`src/rtl/bcd_sub_serial_if.sv`:
```
// ============================================================================
// Module : bcd_sub_serial_if
// Brief  : start/done bus of the digit-serial BCD subtractor. The err signal
//          exists only when BCD_SUB_INVALID_CHECK_EN is defined.
// Rev    : 1.0  initial release
// ============================================================================
`default_nettype none

interface bcd_sub_serial_if #(
  parameter int DIGITS = 2
);
  logic                  start;
  logic [4*DIGITS-1:0]   a;
  logic [4*DIGITS-1:0]   b;
  logic                  bin;
  logic                  busy;
  logic                  done;
  logic [4*DIGITS-1:0]   diff;
  logic                  bout;
`ifdef BCD_SUB_INVALID_CHECK_EN
  logic                  err;

  modport master (output start, a, b, bin, input busy, done, diff, bout, err);
  modport slave  (input start, a, b, bin, output busy, done, diff, bout, err);
`else
  modport master (output start, a, b, bin, input busy, done, diff, bout);
  modport slave  (input start, a, b, bin, output busy, done, diff, bout);
`endif
endinterface

`default_nettype wire

```
`src/rtl/bcd_sub_serial.sv`:
```
// ============================================================================
// Module : bcd_sub_serial
// Brief  : digit-serial BCD subtractor, diff = a - b - bin, LSD first, one
//          digit per clock. Optional macro BCD_SUB_INVALID_CHECK_EN adds err.
// Rev    : 1.0  initial release
// ============================================================================
`default_nettype none

module bcd_sub_serial #(
  parameter int DIGITS = 2
) (
  input  wire logic       clk,
  input  wire logic       rst_n,
  bcd_sub_serial_if.slave bus
);
  localparam int c_width = 4 * DIGITS;
  localparam int c_idx_w = (DIGITS > 1) ? $clog2(DIGITS) : 1;
  localparam logic [c_idx_w-1:0] c_last_idx = c_idx_w'(DIGITS - 1);

  typedef enum logic [0:0] {
    S_IDLE = 1'b0,
    S_SUB  = 1'b1
  } state_t;

  state_t               r_state;
  state_t               w_state_nxt;
  logic                 w_accept;
  logic                 w_last;

  logic [c_width-1:0]   r_a;
  logic [c_width-1:0]   r_b;
  logic                 r_borrow;
  logic [c_idx_w-1:0]   r_idx;
  logic [c_width-1:0]   r_diff;
  logic                 r_bout;
  logic                 r_done;
  logic [4:0]           w_t;
  logic [3:0]           w_dig;

  always_ff @(posedge clk or negedge rst_n) begin
    if (!rst_n) r_state <= S_IDLE;
    else        r_state <= w_state_nxt;
  end

  always_comb begin
    w_state_nxt = r_state;
    w_accept    = 1'b0;
    w_last      = 1'b0;
    case (r_state)
      S_IDLE: begin
        if (bus.start) begin
          w_accept    = 1'b1;
          w_state_nxt = S_SUB;
        end
      end
      S_SUB: begin
        w_last = (r_idx == c_last_idx);
        if (w_last) w_state_nxt = S_IDLE;
      end
      default: w_state_nxt = S_IDLE;
    endcase
  end

  // Operands shift right each step, so the active digit is always in [3:0].
  always_comb begin
    w_t   = {1'b0, r_a[3:0]} - {1'b0, r_b[3:0]} - {4'b0000, r_borrow};
    w_dig = w_t[4] ? (w_t[3:0] + 4'd10) : w_t[3:0];
  end

  always_ff @(posedge clk or negedge rst_n) begin
    if (!rst_n) begin
      r_a      <= '0;
      r_b      <= '0;
      r_borrow <= 1'b0;
      r_idx    <= '0;
      r_diff   <= '0;
      r_bout   <= 1'b0;
      r_done   <= 1'b0;
    end else begin
      r_done <= w_last;
      if (w_accept) begin
        r_a      <= bus.a;
        r_b      <= bus.b;
        r_borrow <= bus.bin;
        r_idx    <= '0;
      end else if (r_state == S_SUB) begin
        r_a      <= r_a >> 4;
        r_b      <= r_b >> 4;
        r_borrow <= w_t[4];
        r_idx    <= w_last ? '0 : r_idx + 1'b1;
        for (int k = 0; k < DIGITS; k++) begin
          if (r_idx == c_idx_w'(k)) r_diff[4*k +: 4] <= w_dig;
        end
        if (w_last) r_bout <= w_t[4];
      end
    end
  end

`ifdef BCD_SUB_INVALID_CHECK_EN
  logic r_err_pending;
  logic r_err;
  logic w_cap_err;

  always_comb begin
    w_cap_err = 1'b0;
    for (int k = 0; k < DIGITS; k++) begin
      if ((bus.a[4*k +: 4] > 4'd9) || (bus.b[4*k +: 4] > 4'd9)) w_cap_err = 1'b1;
    end
  end

  // err is published with done and cleared when the next operation starts.
  always_ff @(posedge clk or negedge rst_n) begin
    if (!rst_n) begin
      r_err_pending <= 1'b0;
      r_err         <= 1'b0;
    end else if (w_accept) begin
      r_err_pending <= w_cap_err;
      r_err         <= 1'b0;
    end else if (w_last) begin
      r_err         <= r_err_pending;
    end
  end

  assign bus.err = r_err;
`endif

  assign bus.busy = (r_state == S_SUB);
  assign bus.done = r_done;
  assign bus.diff = r_diff;
  assign bus.bout = r_bout;

endmodule

`default_nettype wire

```
`src/flat_wrapper.sv`:
```
// flat-port wrapper written by rule: the top's interface ports become plain ports
module bcd_sub_serial_flat 
#(
  parameter int DIGITS = 2
)
  (clk, rst_n, bus_start, bus_a, bus_b, bus_bin, bus_busy, bus_done, bus_diff, bus_bout);
  bcd_sub_serial_if #(.DIGITS(DIGITS)) bus_i ();
  input  wire logic clk;
  input  wire logic rst_n;
  input wire logic [$bits(bus_i.start)-1:0] bus_start;
  input wire logic [$bits(bus_i.a)-1:0] bus_a;
  input wire logic [$bits(bus_i.b)-1:0] bus_b;
  input wire logic [$bits(bus_i.bin)-1:0] bus_bin;
  output wire logic [$bits(bus_i.busy)-1:0] bus_busy;
  output wire logic [$bits(bus_i.done)-1:0] bus_done;
  output wire logic [$bits(bus_i.diff)-1:0] bus_diff;
  output wire logic [$bits(bus_i.bout)-1:0] bus_bout;
  assign bus_i.start = bus_start;
  assign bus_i.a = bus_a;
  assign bus_i.b = bus_b;
  assign bus_i.bin = bus_bin;
  assign bus_busy = bus_i.busy;
  assign bus_done = bus_i.done;
  assign bus_diff = bus_i.diff;
  assign bus_bout = bus_i.bout;
  bcd_sub_serial #(.DIGITS(DIGITS)) u_core (.clk(clk), .rst_n(rst_n), .bus(bus_i));
endmodule
```
`config.mk`:
```
export PLATFORM = sky130hd
export DESIGN_NAME = bcd_sub_serial_flat
export DESIGN_NICKNAME = d
export VERILOG_FILES = /design/src/rtl/bcd_sub_serial_if.sv /design/src/rtl/bcd_sub_serial.sv /design/src/flat_wrapper.sv
export SDC_FILE = /design/constraint.sdc
export NUM_CORES = 1
export LEC_CHECK = 0
export CORE_ASPECT_RATIO = 2
export CORE_MARGIN = 5
export CORE_UTILIZATION = 45
export DETAILED_ROUTE_END_ITERATION = 12
export GPL_ROUTABILITY_DRIVEN = 0
export PLACE_DENSITY = 0.69
export SETUP_SLACK_MARGIN = 0.3
export SLEW_MARGIN = 20
export SYNTH_ARGS = -nofsm -noshare
export SYNTH_HDL_FRONTEND = slang
export SYNTH_SLANG_ARGS = --single-unit
export TNS_END_PERCENT = 10
```
`constraint.sdc`:
```
create_clock -name clk -period 3.37 [get_ports clk]
set_clock_uncertainty 0.2 [all_clocks]
set_input_delay 0.674 -clock clk [delete_from_list [all_inputs] [get_ports clk]]
set_output_delay 0.674 -clock clk [all_outputs]
set_load 0.005 [all_outputs]
```
# Yosys cells after proc, flatten, opt, wreduce, memory -nomap -nowiden

Index checks and enable logic that the tools add are counted.

Register bits: 29
Bits in latches: 0
Bits in writable memories: 0
Bits in read-only memories: 0
Bits of input ports: 20
Memories kept: 0

Add/subtract/negate cells: 4
$mul: 0
Div/mod/pow operators: 0
$lt $le $gt $ge: 0
Equality and inequality tests: 0
Shifts and indexed selects: 0
Mux-type cells: 15
Bitwise logic cells: 3
Reductions and logical operators: 4

Operators with widths:

| operator              | number |
|---|---|
| $mux W8               | 4 |
| $mux W1               | 9 |
| $reduce_and A3 Y1     | 3 |
| $sub A4 B4 Y5         | 1 |
| $sub A5 B1 Y5         | 1 |
| $add A4 B4 Y4 const B | 1 |
| $mux W4               | 1 |
| $not A1 Y1            | 3 |
| $pmux W1 S2           | 1 |
| $reduce_bool A2 Y1    | 1 |
| $add A1 B1 Y1 const B | 1 |

# Logic depth before layout (Yosys ltp)

Word-level depth: 4
Mapped depth: 10

# Worst setup path after synthesis

No wires, ideal clock.

Kind: register to register
From: register u_core.r_borrow
To: register u_core.r_diff[6] (netlist: u_core.bus.diff[6])
Library setup time: 0.083 ns
Arrival time: 2.290 ns
Data required time: 3.087 ns
Setup slack: 0.798 ns
Stages on the path, launching flop included: 11
Buffers on the path: 0
Clock period less this slack: 2.572 ns
Cell sequence: dfrtp_1 > inv_1 > fa_1 > fa_1 > xor2_1 > ha_1 > nand2b_1 > a21oi_1 > a21oi_1 > o211a_1 > o21ai_0

Word-level cells in the longest chain between the ends: 3

Ends and longest elaborated chain:

| item                           | line                 | RTL |
|---|---|---|
| start: declaration             | bcd_sub_serial.sv:32 | `logic r_borrow;` |
| start signal: assignment       | bcd_sub_serial.sv:84 | `r_borrow <= bus.bin;` |
| start signal: assignment       | bcd_sub_serial.sv:89 | `r_borrow <= w_t[4];` |
| $sub A5 B1 Y5 (*)              | bcd_sub_serial.sv:66 | `w_t = {1'b0, r_a[3:0]} - {1'b0, r_b[3:0]} - {4'b0000, r_borrow};` |
| $add A4 B4 Y4                  | bcd_sub_serial.sv:67 | `w_dig = w_t[4] ? (w_t[3:0] + 4'd10) : w_t[3:0];` |
| $mux W4 (*)                    | bcd_sub_serial.sv:67 |  |
| end signal: indexed assignment | bcd_sub_serial.sv:92 | `if (r_idx == c_idx_w'(k)) r_diff[4*k +: 4] <= w_dig;` |
| end: declaration               | bcd_sub_serial.sv:34 | `logic [c_width-1:0] r_diff;` |

Mark *: on every way between the ends. The rest lies on a longest branch, timed or not.
A chain may end at the register's enable or synchronous reset.

# Worst setup path after layout

Same ends and word-level chain as after synthesis.

==> flow_summary.json <==
{
  "cts_made_buffers": 5,
  "post-place-ws_ns": 0.5835,
  "yosys-top-cells-count": "dfrtp_1, nand2_1, o21ai_0",
  "synth-xor-area-share_pct": 3.425,
  "rows": 29,
  "ys_ff_latch": 29,
  "p_leak_uw": 0.0008948,
  "cts_tree": "yes",
  "root_buffer": "clkbuf_8",
  "crit_fanout": 4,
  "start_util_pct": 46.90,
  "grt_pass1_wl_microns": 4899,
  "yosysMostFrequentCell": "dfrtp_1",
  "fin_util_pct": 59.48,
  "rsz0062_at_grt": "no",
  "grt_max_degree": 31,
  "critPathCaptureType": "flop",
  "min_path_type": "reg -> reg",
  "hold_violations": 0,
  "start_kind": "flop",
  "min_period_over_period_pct": 83.06,
  "ir_drop_mv": 0.6329,
  "syn-num-nets": 177,
  "synth_area_leaders": "dfrtp_1, mux2i_1, o21ai_0",
  "async_reset_ff_share_pct": 100.0,
  "placed_cell_area_sq_um": 1813,
  "synth_mux_area_share_pct": 10.69,
  "dr.pass1.iters": 4,
  "ys_seq_area_share_pct": 48.45,
  "synthAdderAreaFrac_pct": 8.521,
  "cts-hold-fix-buffers": 0,
  "nets": 208,
  "clkTransAtPathRegs_ns": 0.06,
  "grt.overflow.total": 0,
  "syn_inst": 148,
  "synth_area_sq_um": 1498,
  "antenna_cells": 0,
  "grt_usage_pct": 13.37,
  "area_delta_synth_final_pct": 26.82,
  "finalSetupTns_ns": 0,
  "status": "finished clean",
  "drive_gt1_share_pct": 7.263,
  "synth_top_family_by_area": "simple AND/OR/NAND/NOR gates",
  "finalPower_uw": 2095,
  "crit_buf_inv": 1,
  "stdcell_area_sq_um": 1899,
  "crit_path_cell_trace": "inv_1, fa_1, fa_1, xor2_1, ha_1, nand2b_1, a21oi_1, a21oi_1, o211a_1, o21ai_0",
  "yosys_most_used_dff": "dfrtp_1",
  "worst_pin_slew_ns": 0.7857,
  "die_x_microns": 50.80,
  "drv_cap": 0,
  "grt_pass1_vias": 1092,
  "coreArea_sq_um": 3193,
  "port_buffers": 30,
  "synth_top_area_share_pct": 48.45,
  "grt_antenna_before_repair": 0,
  "die_h_microns": 91.59,
  "cellPowerDensity_nw_per_um2": 1103,
  "ios": 31,
  "post_cts_buffers": 0,
  "cts_sinks": 29,
  "antenna_left": 0,
  "cp.required_ns": 3.36,
  "via_per_inst": 5.186,
  "synth_compound_area_share_pct": 11.11,
  "h-tree-depth": 2,
  "crit_slowest_cell": "fa_1",
  "finalSetupViolations": 0,
  "num_vias": 1089,
  "wl_microns": 2806,
  "clock_path_buffers": 2,
  "synth_cell_types": 25,
  "cp.arrival_ns": 2.79,
  "synth_top_cell_by_area": "dfrtp_1",
  "yosys.area_share.simple_pct": 12.70,
  "max_stage_delay_ns": 0.48,
  "drtIter0Drc": 17,
  "dpl.hpwl_microns": 2240,
  "crit_type": "reg -> reg",
  "wire_per_inst_microns": 13.36,
  "clk_latency_ns": 0.27,
  "period_minus_slack_ns": 2.799,
  "avgSynthCellArea_sq_um": 10.12,
  "dieArea_sq_um": 4652,
  "relSlewSlack_pct": 47.62,
  "synth_edf_count": 0,
  "setup_ws_ns": 0.5708,
  "max_freq_mhz": 357.2,
  "cts_resized": 0,
  "yosysWarnings": 0,
  "drv_slew": 0,
  "crit_family": "adder cells",
  "drcViolationCount": 0
}
cell usage in the layout, fill, tap and decap left out:
| master | instances |
|---|---|
| dfrtp_1 | 29 |
| o21ai_0 | 19 |
| inv_1 | 10 |
| nor2b_1 | 1 |
| ha_1 | 7 |
| xor2_2 | 1 |
| a211oi_1 | 1 |
| nand3b_1 | 2 |
| a21oi_1 | 4 |
| nand2b_1 | 3 |
| clkbuf_8 | 6 |
| nor2b_4 | 1 |
| o211a_1 | 1 |
| fa_1 | 2 |
| and2_4 | 1 |
| o21ai_2 | 1 |
| xor2_1 | 1 |
| mux2i_1 | 16 |
| nand2_1 | 22 |
| o21ai_1 | 2 |
| xnor2_1 | 3 |
| nor2_1 | 12 |
| clkdlybuf4s50_1 | 30 |
| buf_4 | 2 |
| a2bb2oi_2 | 1 |
| clkbuf_1 | 1 |
registers in the layout, indices dropped and copies added, names as in the netlist:
register and count:
u_core.r_borrow 1, u_core.r_idx 1, u_core.bus.diff 8, u_core.bus.bout 1, u_core.r_a 8, u_core.bus.busy 1, u_core.bus.done 1, u_core.r_b 8
cells by family (layout without fill, tap and decap cells):
| kind of cell | count (synthesis) | in the layout |
|---|---|---|
| buffers and inverters | 18 | 49 |
| DFF | 29 | 29 |
| adders and majority gates | 9 | 9 |
| AOI/OAI and AO/OA | 29 | 29 |
| xor gates and xnor gates | 5 | 5 |
| and+or+nand+nor | 42 | 42 |
| muxes | 16 | 16 |
per-layer routing:
| metal | wire [microns] | GRT usage (%) | up-vias |
|---|---|---|---|
| met3 | 135 | 3.934 | 5 |
| met1 | 1057 | 14.26 | 514 |
| met2 | 1564 | 23.65 | 26 |
| met5 | 0 | 0 | - |
| li1 | - | - | 544 |
| met4 | 48 | 5.117 | 0 |
cell type report:
| class | instances | area, sq um |
|---|---|---|
| inverters | 10 | 37.54 |
| well taps | 31 | 38.79 |
| clock buffers | 7 | 86.33 |
| repair buffers | 32 | 315.3 |
| flip-flops and latches | 29 | 725.7 |
| fillers | 298 | 1294 |
| multi-input cells | 101 | 695.7 |
power breakdown:
part | internal (uW) | total (uW) | switching [uW]
clock | 162 | 280 | 119
combinational | 600 | 1200 | 602
sequential | 495 | 612 | 117
tightest hold or removal path, delay by kind of cell (launching register included):
| kind | cells | cell delay, ns |
|---|---|---|
| and+or+nand+nor | 1 | 0.04 |
| AOI/OAI and AO/OA | 1 | 0.06 |
| DFF | 1 | 0.34 |
through the flow:
| step | cells | hold slack [ns] |
|---|---|---|
| 5_1_grt | 210 | 0.3051 |
| 2_1_floorplan | 148 | 0.1784 |
| 3_5_place_dp | 203 | 0.2691 |
| 6_report | 210 | 0.2768 |
| 3_3_place_gp | 203 | 0.2614 |
| 4_1_cts | 210 | 0.2819 |
path summary, 6_finish.rpt:
check,start,depth (start not counted),endpoint,slack [ns]
max in group asynchronous,rst_n,2,u_core.bus.done,2.11
max reg2reg,u_core.r_borrow,10,u_core.bus.diff[6],0.57
max,u_core.r_borrow,10,u_core.bus.diff[6],0.57
min in group asynchronous,rst_n,2,u_core.r_b[3],0.59
min,u_core.bus.bout,2,u_core.bus.bout,0.28
min reg2reg,u_core.bus.bout,2,u_core.bus.bout,0.28
(Power assumes the default switching activity.)
